$ cat src/rtl/uart_tx_arbiter_pkg.sv
// Shared constants, state encoding and the bus decode used by the UART send arbiter.
// The peripheral's register map is fixed here so the sequencer and its users agree on it.
package uart_tx_arbiter_pkg;

    localparam logic [3:0] UART_ADDR_DATA     = 4'h0;
    localparam logic [3:0] UART_ADDR_TX_STAT  = 4'h4;
    localparam logic [3:0] UART_ADDR_TX_START = 4'h8;

    typedef enum logic [2:0] {
        IDLE    = 3'd0,
        WR_DATA = 3'd1,
        START   = 3'd2,
        GUARD   = 3'd3,
        POLL    = 3'd4,
        DONE    = 3'd5
    } state_e;

    typedef struct packed {
        logic        cs;
        logic        rd;
        logic        wr;
        logic [3:0]  addr;
        logic [15:0] wdata;
    } bus_t;

    // Peripheral strobes are a pure function of the sequencer state.
    function automatic bus_t bus_decode(input state_e st, input logic [7:0] data);
        bus_t b;
        b = '0;
        case (st)
            WR_DATA: begin
                b.cs    = 1'b1;
                b.wr    = 1'b1;
                b.addr  = UART_ADDR_DATA;
                b.wdata = {8'h00, data};
            end
            START: begin
                b.cs   = 1'b1;
                b.wr   = 1'b1;
                b.addr = UART_ADDR_TX_START;
            end
            POLL: begin
                b.cs   = 1'b1;
                b.rd   = 1'b1;
                b.addr = UART_ADDR_TX_STAT;
            end
            default: ;
        endcase
        return b;
    endfunction

endpackage

$ cat src/rtl/uart_tx_arbiter_if.sv
// Requester handshake plus peripheral register bus of the UART send arbiter.
// The master modport is the arbiter's view; slave is the requesters/peripheral side.
interface uart_tx_arbiter_if
    import uart_tx_arbiter_pkg::*;
#(
    parameter int unsigned N_REQ = 2
) ();

    logic [N_REQ-1:0]   req;
    logic [8*N_REQ-1:0] tx_byte;
    logic [N_REQ-1:0]   ack;
    logic               err;
    logic               busy;

    logic               cs;
    logic               rd;
    logic               wr;
    logic [3:0]         addr;
    logic [15:0]        wdata;
    logic [15:0]        rdata;

    modport master (
        input  req, tx_byte, rdata,
        output ack, err, busy, cs, rd, wr, addr, wdata
    );

    modport slave (
        output req, tx_byte, rdata,
        input  ack, err, busy, cs, rd, wr, addr, wdata
    );

endinterface

$ cat src/rtl/uart_tx_arbiter_rr_arbiter.sv
// Combinational round-robin picker: first requester at or after i_ptr, wrapping modulo N.
// Produces the grant both one-hot and as a binary index.
module rr_arbiter
    import uart_tx_arbiter_pkg::*;
#(
    parameter  int unsigned N  = 2,
    localparam int unsigned IW = $clog2(N)
) (
    input  logic [N-1:0]  i_req,
    input  logic [IW-1:0] i_ptr,
    output logic [N-1:0]  o_gnt,
    output logic [IW-1:0] o_gnt_idx,
    output logic          o_any
);

    logic [N-1:0] w_rot;
    logic [IW:0]  w_sum;

    // Bit k of w_rot is requester (i_ptr + k) mod N.
    assign w_rot = N'({i_req, i_req} >> i_ptr);

    always_comb begin
        o_any = 1'b0;
        w_sum = '0;
        for (int unsigned k = 0; k < N; k++) begin
            if (!o_any && w_rot[k]) begin
                o_any = 1'b1;
                w_sum = {1'b0, i_ptr} + (IW+1)'(k);
            end
        end
        if (w_sum >= (IW+1)'(N)) begin
            w_sum = w_sum - (IW+1)'(N);
        end
        o_gnt_idx = w_sum[IW-1:0];
        o_gnt     = o_any ? (N'(1) << o_gnt_idx) : '0;
    end

endmodule

$ cat src/rtl/uart_tx_arbiter.sv
// Shares one UART transmitter between N_REQ byte producers: round-robin grant, then
// write data, pulse start, wait out the guard, poll busy until idle or timeout, ack.
module uart_tx_arbiter
    import uart_tx_arbiter_pkg::*;
#(
    parameter int unsigned N_REQ     = 2,
    parameter int unsigned GUARD_CYC = 2,
    parameter int unsigned TO_W      = 16
) (
    input logic               i_clk,
    input logic               i_rst,
    uart_tx_arbiter_if.master io_bus
);

    localparam int unsigned    IW         = $clog2(N_REQ);
    localparam logic [IW-1:0]  LAST_IDX   = IW'(N_REQ - 1);
    localparam logic [7:0]     GUARD_LAST = 8'(GUARD_CYC - 1);

    state_e             r_state, w_state_d;
    logic [IW-1:0]      r_grant, w_grant_d;
    logic [N_REQ-1:0]   r_grant_oh, w_grant_oh_d;
    logic [IW-1:0]      r_rr_ptr, w_rr_ptr_d;
    logic [7:0]         r_byte, w_byte_d;
    logic [7:0]         r_guard_cnt, w_guard_cnt_d;
    logic [TO_W-1:0]    r_to_cnt, w_to_cnt_d;
    logic               r_first, w_first_d;
    logic               r_timeout, w_timeout_d;

    logic [N_REQ-1:0]   r_ack, w_ack_d;
    logic               r_err, w_err_d;
    logic               r_busy, w_busy_d;
    bus_t               r_bus, w_bus_d;

    logic [N_REQ-1:0]   w_gnt;
    logic [IW-1:0]      w_gnt_idx;
    logic               w_any;
    logic [7:0]         w_sel_byte;

    rr_arbiter #(
        .N (N_REQ)
    ) u_rr (
        .i_req     (io_bus.req),
        .i_ptr     (r_rr_ptr),
        .o_gnt     (w_gnt),
        .o_gnt_idx (w_gnt_idx),
        .o_any     (w_any)
    );

    assign w_sel_byte = 8'(io_bus.tx_byte >> {w_gnt_idx, 3'b000});

    always_comb begin
        w_state_d     = r_state;
        w_grant_d     = r_grant;
        w_grant_oh_d  = r_grant_oh;
        w_rr_ptr_d    = r_rr_ptr;
        w_byte_d      = r_byte;
        w_guard_cnt_d = r_guard_cnt;
        w_to_cnt_d    = r_to_cnt;
        w_first_d     = r_first;
        w_timeout_d   = r_timeout;

        unique case (r_state)
            IDLE: begin
                if (w_any) begin
                    w_grant_d    = w_gnt_idx;
                    w_grant_oh_d = w_gnt;
                    w_byte_d     = w_sel_byte;
                    w_state_d    = WR_DATA;
                end
            end
            WR_DATA: w_state_d = START;
            START: begin
                w_guard_cnt_d = '0;
                w_state_d     = GUARD;
            end
            GUARD: begin
                if (r_guard_cnt == GUARD_LAST) begin
                    w_to_cnt_d = '0;
                    w_first_d  = 1'b1;
                    w_state_d  = POLL;
                end else begin
                    w_guard_cnt_d = r_guard_cnt + 8'd1;
                end
            end
            POLL: begin
                // The first read after entering POLL returns stale data.
                if (r_first) begin
                    w_first_d = 1'b0;
                end else if (!io_bus.rdata[0]) begin
                    w_state_d = DONE;
                end else begin
                    w_to_cnt_d = r_to_cnt + 1'b1;
                    if (&w_to_cnt_d) begin
                        w_timeout_d = 1'b1;
                        w_state_d   = DONE;
                    end
                end
            end
            DONE: begin
                w_rr_ptr_d  = (r_grant == LAST_IDX) ? '0 : r_grant + 1'b1;
                w_timeout_d = 1'b0;
                w_state_d   = IDLE;
            end
            default: w_state_d = IDLE;
        endcase

        // Outputs are registered from the next state so they line up with r_state.
        w_ack_d  = (w_state_d == DONE) ? w_grant_oh_d : '0;
        w_err_d  = (w_state_d == DONE) && w_timeout_d;
        w_busy_d = (w_state_d != IDLE);
        w_bus_d  = bus_decode(w_state_d, w_byte_d);
    end

    always_ff @(posedge i_clk) begin
        if (i_rst) begin
            r_state     <= IDLE;
            r_grant     <= '0;
            r_grant_oh  <= '0;
            r_rr_ptr    <= '0;
            r_byte      <= '0;
            r_guard_cnt <= '0;
            r_to_cnt    <= '0;
            r_first     <= 1'b0;
            r_timeout   <= 1'b0;
            r_ack       <= '0;
            r_err       <= 1'b0;
            r_busy      <= 1'b0;
            r_bus       <= '0;
        end else begin
            r_state     <= w_state_d;
            r_grant     <= w_grant_d;
            r_grant_oh  <= w_grant_oh_d;
            r_rr_ptr    <= w_rr_ptr_d;
            r_byte      <= w_byte_d;
            r_guard_cnt <= w_guard_cnt_d;
            r_to_cnt    <= w_to_cnt_d;
            r_first     <= w_first_d;
            r_timeout   <= w_timeout_d;
            r_ack       <= w_ack_d;
            r_err       <= w_err_d;
            r_busy      <= w_busy_d;
            r_bus       <= w_bus_d;
        end
    end

    assign io_bus.ack   = r_ack;
    assign io_bus.err   = r_err;
    assign io_bus.busy  = r_busy;
    assign io_bus.cs    = r_bus.cs;
    assign io_bus.rd    = r_bus.rd;
    assign io_bus.wr    = r_bus.wr;
    assign io_bus.addr  = r_bus.addr;
    assign io_bus.wdata = r_bus.wdata;

endmodule
$ cat src/flat_wrapper.sv
// flat-port wrapper written by rule: the top's interface ports become plain ports
module uart_tx_arbiter_flat import uart_tx_arbiter_pkg::*;
#(
    parameter int unsigned N_REQ     = 2,
    parameter int unsigned GUARD_CYC = 2,
    parameter int unsigned TO_W      = 16
)
  (i_clk, i_rst, io_bus_req, io_bus_tx_byte, io_bus_rdata, io_bus_ack, io_bus_err, io_bus_busy, io_bus_cs, io_bus_rd, io_bus_wr, io_bus_addr, io_bus_wdata);
  uart_tx_arbiter_if #(.N_REQ(N_REQ)) io_bus_i ();
  input logic i_clk;
  input logic i_rst;
  input wire logic [$bits(io_bus_i.req)-1:0] io_bus_req;
  input wire logic [$bits(io_bus_i.tx_byte)-1:0] io_bus_tx_byte;
  input wire logic [$bits(io_bus_i.rdata)-1:0] io_bus_rdata;
  output wire logic [$bits(io_bus_i.ack)-1:0] io_bus_ack;
  output wire logic [$bits(io_bus_i.err)-1:0] io_bus_err;
  output wire logic [$bits(io_bus_i.busy)-1:0] io_bus_busy;
  output wire logic [$bits(io_bus_i.cs)-1:0] io_bus_cs;
  output wire logic [$bits(io_bus_i.rd)-1:0] io_bus_rd;
  output wire logic [$bits(io_bus_i.wr)-1:0] io_bus_wr;
  output wire logic [$bits(io_bus_i.addr)-1:0] io_bus_addr;
  output wire logic [$bits(io_bus_i.wdata)-1:0] io_bus_wdata;
  assign io_bus_i.req = io_bus_req;
  assign io_bus_i.tx_byte = io_bus_tx_byte;
  assign io_bus_i.rdata = io_bus_rdata;
  assign io_bus_ack = io_bus_i.ack;
  assign io_bus_err = io_bus_i.err;
  assign io_bus_busy = io_bus_i.busy;
  assign io_bus_cs = io_bus_i.cs;
  assign io_bus_rd = io_bus_i.rd;
  assign io_bus_wr = io_bus_i.wr;
  assign io_bus_addr = io_bus_i.addr;
  assign io_bus_wdata = io_bus_i.wdata;
  uart_tx_arbiter #(.N_REQ(N_REQ), .GUARD_CYC(GUARD_CYC), .TO_W(TO_W)) u_core (.i_clk(i_clk), .i_rst(i_rst), .io_bus(io_bus_i));
endmodule
$ cat config.mk
export PLATFORM = sky130hd
export DESIGN_NAME = uart_tx_arbiter_flat
export DESIGN_NICKNAME = d
export VERILOG_FILES = /design/src/rtl/uart_tx_arbiter_pkg.sv /design/src/rtl/uart_tx_arbiter_if.sv /design/src/rtl/uart_tx_arbiter_rr_arbiter.sv /design/src/rtl/uart_tx_arbiter.sv /design/src/flat_wrapper.sv
export SDC_FILE = /design/constraint.sdc
export NUM_CORES = 1
export LEC_CHECK = 0
export CORE_MARGIN = 2
export CORE_UTILIZATION = 48
export DETAILED_ROUTE_END_ITERATION = 16
export GPL_TIMING_DRIVEN = 0
export PLACE_DENSITY = 0.79
export SYNTH_ARGS = -nofsm -noshare
export SYNTH_HDL_FRONTEND = slang
export SYNTH_HIERARCHICAL = 1
export SYNTH_SLANG_ARGS = --single-unit
$ cat constraint.sdc
create_clock -name i_clk -period 3.1 [get_ports i_clk]
set_input_delay 0.465 -clock i_clk [delete_from_list [all_inputs] [get_ports i_clk]]
set_output_delay 0.465 -clock i_clk [all_outputs]
set_load 0.05 [all_outputs]
==> key figures, run 1 <==
Yosys
  • Seq/Total Area, Yosys: 40.5%
  • Simple-gate area share of the yosys netlist: 26.4%
  • XOR/XNOR Fraction of Synth Area: 3.19%
  • Dominant cell type by area after synthesis: dfxtp_1
  • Syn Area/Cell: 8.44 um2
  • Synth Area in Adders: 2.02%
  • Area contributors post-synth: dfxtp_1, nor2_1, a21oi_1
  • Top_reg_cell synth: dfxtp_1
  • Cells after Synth: 293
  • Synthesized area: 2470 um2
  • Count of cell types in the netlist: 52
  • Yosys top cell area share: 40.5%
  • Synth warn: 6
  • Main combinational cell family by area after synthesis: simple AND/OR/NAND/NOR gates
  • Post-synthesis register bit count: 50
  • Synth Area in Compound Gates: 17.1%
  • Multiplexer share of the synthesized area: 3.69%
  • Post-synthesis async set-or-reset flop share: 0%
  • Post-synth EDFFs: 0

Setup path
  • CP top delay family: simple AND/OR/NAND/NOR gates
  • Crit path buf inv count: 1
  • Worst-path cell chain: ha_1, buf_2, nand3_1, or4_1, a211o_1, a2111oi_4, o21a_2, and2_1
  • Startpoint class of the critical path: flip-flop
  • Reg2reg setup slack: 0.36 ns
  • Worst Path Required: 3.36 ns
  • Worst stage delay on the critical path: 0.56 ns
  • Critical R2R Capture: u_core/io_bus.ack[0]
  • CP Class: reg -> reg
  • Critical R2R Launch: u_core/r_to_cnt[1]
  • Maximum fanout along the worst path: 9
  • Crit-path slowest cell: or4_1
  • R2R depth: 8
  • Worst Path Arrival: 3.00 ns
  • Critical Path Sink Type: flip-flop

STA
  • Worst-Margin Slew: 0.679 ns
  • Slew headroom: 54.5%
  • Hold Violations, Final: 0
  • Setup TNS: 0 ns
  • Slew Viols, Final: 0
  • Tcrit/Tclk final: 88.5%
  • Setup-failing EPs final: 0
  • Unrepaired setup endpoints after global routing: false
  • FMAX: 0.365 GHz
  • Fin crit period: 2.74 ns
  • Setup Skew: 0.0126 ns

Clock tree
  • Bufs on Longest Clock Path: 2
  • Clock Tree Root: clkbuf_8
  • Later-pin clock latency in the skew report: 0.31 ns
  • Post-CTS sizing: 0
  • CTS tree: done
  • Clock slew at reported path FFs: 0.09 ns
  • CTS Buf Count: 5
  • TritonCTS Sinks: 50
  • H-Tree Depth: 2
  • # Post-CTS Setup Buffers: 0
  • Hold buffer count at CTS: 0

Floorplan
  • Die Y: 75.8 um
  • Ports: 63
  • Die width: 75.8 um
  • Die Area: 5740 um2
  • Starting Density: 49.1%
  • # rows: 26
  • CORE AREA: 5040 um2

Global route
  • Grt total ovfl: 0
  • First-pass GRT wire length: 8.89 mm
  • GRT Util Overall: 20.1%
  • Largest net degree at the start of global routing: 17
  • Initial antenna violation count: 0
  • Vias in the first global route: 2000

Run
  • Max_cap viols: 0

Pwr
  • P per Cell Area: 426 nW/um2
  • Lkg Pwr: 1.13 nW
  • Worst vdd ir: 268 uV

Placed design
  • Placed Cells incl. Taps: 408
  • Post-detail-place hpwl: 4.14 mm
  • Gpl congestion: 0.844
  • Port Buf Inserts: 36

Routing
  • Avg WL per Cell: 13.7 um
  • Remaining antenna violation count after routing: 0
  • DR iter-0 viols: 132
  • Routed via count: 2261
  • Drt drc: 0
  • Final WL: 5.71 mm
  • Drt first pass iters: 6
  • Vias per inst: 5.44

Cells and area
  • # nets final: 385
  • Diodes inserted: 0
  • Filler Cells Inserted: 470
  • Non-filler cells, final: 416
  • Register Area: 1000 um2
  • Area delta synth->final: 23.5%
  • Share of layout cells above drive strength 1: 8.67%
  • Multi-input gate area: 1330 um2

Outcome
  • Outcome: completed

Worst hold path
  • Hold endpoint: u_core/r_rr_ptr
  • Hold Crit Start: u_core/r_grant
  • Hold WC Path Type: reg -> reg
  • Hold depth: 1
-- routing by layer --
metal	routed length (um)	track usage (%)	vias to the layer above
met1	2460	24.5	1042
met4	99	8.97	0
met5	0	0	-
met2	2720	34.5	89
li1	-	-	1120
met3	437	3.57	10
-- report_power, final --
group	switching [mW]	internal [mW]	total, mW
Combinational	0.143	0.0816	0.224
Sequential	0.00768	0.662	0.670
Clock	0.223	0.184	0.407
Total	0.374	0.928	1.30
-- per-stage QoR --
step                      util (%)  instance area, um2  hold slack, ns  power (mW)  worst slack [ns]
after global placement        58.6                2960           0.418       0.905             0.490
after detailed placement      58.6                2960           0.429       0.909             0.406
after floorplan                  -                2510           0.413       0.838             0.761
after global routing          60.6                3060           0.461        1.35             0.243
after CTS                     60.6                3060           0.443        1.31             0.387
final                         60.6                3060           0.440        1.30             0.358
-- cell families after synthesis --
family,after synthesis
AND/OR/NAND/NOR,124
AO/OA/AOI/OAI,61
flip-flops,50
buffers and inverters,35
XOR/XNOR,9
multiplexers,9
adder cells (fa/ha/maj),4
other,1
-- final cells by class --
type                    count  area share [%]
well taps                  70            2.87
clock buffers               6            2.70
multi-input cells         217            43.7
inverters                   7           0.860
plain buffers              28            4.79
repair buffers             36            11.8
clock inverters             2           0.573
flip-flops and latches     50            32.8
-- placed cells by master (no fill, tap or decap), drive strengths merged, types with 7 or more instances in the layout --
master          n
dfxtp          50
clkdlybuf4s50  36
nor2           36
nand2          24
a21oi          19
clkbuf         19
buf            15
o21ai          13
nor3           12
nand3          11
conb           10
xor2            9
mux2i           8
nand4           8
inv             7
and2            7
-- cell usage after synthesis, types with 2 or more instances --
master     n
nand2_1   24
nand4_4    2
ha_1       4
or3_1      2
and3_1     6
nor2_1    36
clkbuf_1  13
nand3_1   11
nor4_1     3
nor3_1    12
inv_1      7
nand4_1    6
a21boi_1   3
o21ai_1    5
buf_1      2
a311oi_1   5
nand4b_1   2
nor2b_1    3
mux2i_1    8
o31ai_1    2
a21oi_1   19
and4_1     2
and2_1     7
dfxtp_1   50
nor4b_1    2
buf_2      3
xor2_1     9
nand2b_1   2
buf_4     10
a211oi_1   3
o21ai_0    8
o221a_2    2
-- state kept, by name (all words and copies together), names as in the netlist --
| signal | flops |
|---|---|
| u_core/io_bus.err | 1 |
| u_core/r_to_cnt | 16 |
| u_core/io_bus.busy | 1 |
| u_core/io_bus.rd | 1 |
| u_core/r_first | 1 |
| u_core/r_timeout | 1 |
| u_core/r_guard_cnt | 8 |
| u_core/r_grant | 1 |
| u_core/io_bus.addr | 2 |
| u_core/r_grant_oh | 2 |
| u_core/io_bus.cs | 1 |
| u_core/io_bus.ack | 2 |
| u_core/io_bus.wdata | 8 |
| u_core/r_state | 3 |
| u_core/io_bus.wr | 1 |
| u_core/r_rr_ptr | 1 |
-- worst max-delay path by stage --
stage,start,to,slack [ns],cells past startpoint
2_1_floorplan,u_core/r_to_cnt[1],u_core/r_state[0],0.76,8
3_3_place_gp,u_core/r_to_cnt[1],u_core/io_bus.cs,0.49,8
3_5_place_dp,u_core/r_to_cnt[1],u_core/io_bus.ack[0],0.41,8
4_1_cts,u_core/r_to_cnt[1],u_core/io_bus.ack[0],0.39,8
5_1_grt,u_core/r_to_cnt[1],u_core/io_bus.cs,0.24,8
6_report,u_core/r_to_cnt[1],u_core/io_bus.ack[0],0.36,8
(Power assumes the default switching activity.)
==> run 2: changes to the inputs <==
Settings changed: CORE_ASPECT_RATIO from default to 0.9.
==> key figures, run 2 (synthesized netlist as in run 1, its figures left out) <==
Cells and area
  • Biggest register: u_core/r_to_cnt (unchanged)
  • Share of layout cells above drive strength 1: 8.67% (unchanged)
  • Multi-input gate area: 1330 um2 (unchanged)
  • Register Area: 1000 um2 (unchanged)
  • Area delta synth->final: 23.2% (was 23.5%)
  • Commonest non-fill, non-tap cell in the layout: dfxtp_1 (unchanged)
  • Most frequent cells in the layout: dfxtp_1, clkdlybuf4s50_1, nor2_1 (unchanged)
  • Max reg flops: 16 (unchanged)
  • Filler Cells Inserted: 422 (was 470)
  • # nets final: 385 (unchanged)
  • Diodes inserted: 0 (unchanged)

Floorplan
  • Die Area: 5740 um2 (about the same)
  • Ports: 63 (unchanged)
  • Die Y: 72.1 um (was 75.8 um)
  • CORE AREA: 4890 um2 (was 5040 um2)
  • Starting Density: 50.5% (was 49.1%)
  • # rows: 24 (was 26)
  • Die width: 79.7 um (was 75.8 um)

Routing
  • Drt drc: 0 (unchanged)
  • Drt first pass iters: 4 (was 6)
  • DR iter-0 viols: 179 (was 132)
  • Vias per inst: 5.44 (about the same)
  • Topmost layer with routed signal wires: met4 (unchanged)
  • Met2 Wirelength: 2.55 mm (was 2.72 mm)
  • Met3 WL: 415 um (was 437 um)
  • Final WL: 5.65 mm (was 5.71 mm)
  • Remaining antenna violation count after routing: 0 (unchanged)
  • Avg WL per Cell: 13.7 um (about the same)
  • Met1 WL: 2.60 mm (was 2.46 mm)
  • Routed via count: 2235 (was 2261)

Clock tree
  • TritonCTS Sinks: 50 (unchanged)
  • Hold buffer count at CTS: 0 (unchanged)
  • Bufs on Longest Clock Path: 2 (unchanged)
  • H-Tree Depth: 2 (unchanged)
  • Clock slew at reported path FFs: 0.10 ns (was 0.09 ns)
  • Clock Tree Root: clkbuf_8 (unchanged)
  • # Post-CTS Setup Buffers: 0 (unchanged)
  • Post-CTS sizing: 0 (unchanged)
  • CTS Buf Count: 5 (unchanged)
  • CTS tree: done (unchanged)
  • Later-pin clock latency in the skew report: 0.31 ns (about the same)

Pwr
  • Lkg Pwr: 1.12 nW (was 1.13 nW)
  • P per Cell Area: 430 nW/um2 (was 426 nW/um2)
  • Reg power frac: 51.1% (was 51.5%)
  • Sw Ratio: 29.1% (was 28.7%)
  • Cell internal pwr: 0.928 mW (about the same)
  • Clk network pwr share: 31.6% (was 31.3%)
  • Comb power frac: 17.2% (about the same)
  • Psw: 0.382 mW (was 0.374 mW)
  • Worst vdd ir: 276 uV (was 268 uV)

Placed design
  • Pre-CTS setup slack: 0.425 ns (was 0.406 ns)
  • Port Buf Inserts: 36 (unchanged)
  • Gpl congestion: 0.891 (was 0.844)
  • Post-detail-place hpwl: 3.97 mm (was 4.14 mm)

Global route
  • GRT Util Overall: 20.1% (about the same)
  • First-pass GRT wire length: 9.14 mm (was 8.89 mm)
  • Vias in the first global route: 1945 (was 2000)
  • Grt total ovfl: 0 (unchanged)
  • Initial antenna violation count: 0 (unchanged)
  • Largest net degree at the start of global routing: 17 (unchanged)

Setup path
  • Startpoint class of the critical path: flip-flop (unchanged)
  • Worst Path Required: 3.36 ns (about the same)
  • Maximum fanout along the worst path: 9 (unchanged)
  • CP Class: reg -> reg (unchanged)
  • Worst Path Arrival: 2.99 ns (was 3.00 ns)
  • Critical Path Sink Type: flip-flop (unchanged)

Outcome
  • Outcome: completed (unchanged)

STA
  • Worst-Margin Slew: 0.644 ns (was 0.679 ns)
  • Setup Skew: 0.00987 ns (was 0.0126 ns)
  • FMAX: 0.365 GHz (about the same)
  • Tcrit/Tclk final: 88.3% (was 88.5%)
  • Unrepaired setup endpoints after global routing: false (unchanged)
  • Fin crit period: 2.74 ns (about the same)
  • Hold Violations, Final: 0 (unchanged)
  • Setup-failing EPs final: 0 (unchanged)
  • Slew Viols, Final: 0 (unchanged)
  • Final setup margin: 0.363 ns (was 0.358 ns)
  • Slew headroom: 56.8% (was 54.5%)
  • Setup TNS: 0 ns (unchanged)

Run
  • Max_cap viols: 0 (unchanged)

Worst hold path
  • Hold WC Path Type: reg -> reg (unchanged)
-- run 2: cell count changes in the layout (fill, tap and decap cells not counted), sizes merged --
cell / previous run / this run
inv: 7 / 8
clkinv: 2 / 0
clkinvlp: 0 / 1
-- run 2: worst paths after layout --
check | start | endpoint | slack, ns | cells after the start
worst max-delay path | u_core/r_to_cnt[1] | u_core/r_state[0] | 0.36 | 8
worst min-delay path | u_core/r_grant | u_core/r_rr_ptr | 0.44 | 1
worst max register to register | u_core/r_to_cnt[1] | u_core/r_state[0] | 0.36 | 8
worst min register to register | u_core/r_grant | u_core/r_rr_ptr | 0.44 | 1
-- run 2: per-layer routing --
metal | track usage [%] | vias up
li1 | - | 1123
met1 | 26.7 | 1028
met2 | 32.6 | 73
met3 | 4.60 | 11
met4 | 6.70 | 0
met5 | 0 | -
-- run 2: metrics by stage --
| stage | cells | hold WS (ns) | area [um2] | util, % | power (mW) |
|---|---|---|---|---|---|
| 4_1_cts | 411 | 0.439 | 3050 | 62.3 | 1.32 |
| 3_3_place_gp | 403 | 0.419 | 2950 | 60.3 | 0.906 |
| 5_1_grt | 411 | 0.457 | 3050 | 62.3 | 1.36 |
| 2_1_floorplan | 302 | 0.413 | 2510 | - | 0.838 |
| 3_5_place_dp | 403 | 0.424 | 2950 | 60.3 | 0.909 |
| 6_report | 411 | 0.437 | 3050 | 62.3 | 1.31 |
-- run 2: worst max-delay path, cell delays in order (launching register included) --
cell and delay [ns]:
dfxtp_1 0.49, ha_1 0.19, buf_2 0.19, nand3_1 0.22
or4_1 0.56, a211o_1 0.35, a2111oi_4 0.28, o21a_2 0.26
o31a_1 0.14
-- run 2: final cells by class --
type	count	share of cell area [%]
clock buffer	6	2.71
timing repair buffer	36	11.8
clock inverter	2	0.534
tap	65	2.67
buffer	28	4.80
inverter	7	0.862
multi-input combinational	217	43.8
sequential	50	32.8
-- run 2: power by group through the flow --
stage	Sequential, mW	Clock, mW	Combinational (mW)
CTS	0.670	0.426	0.225
global route	0.672	0.451	0.241
global placement	0.685	0	0.222
detailed placement	0.685	0	0.225
floorplan	0.732	0	0.106
finish	0.670	0.414	0.226
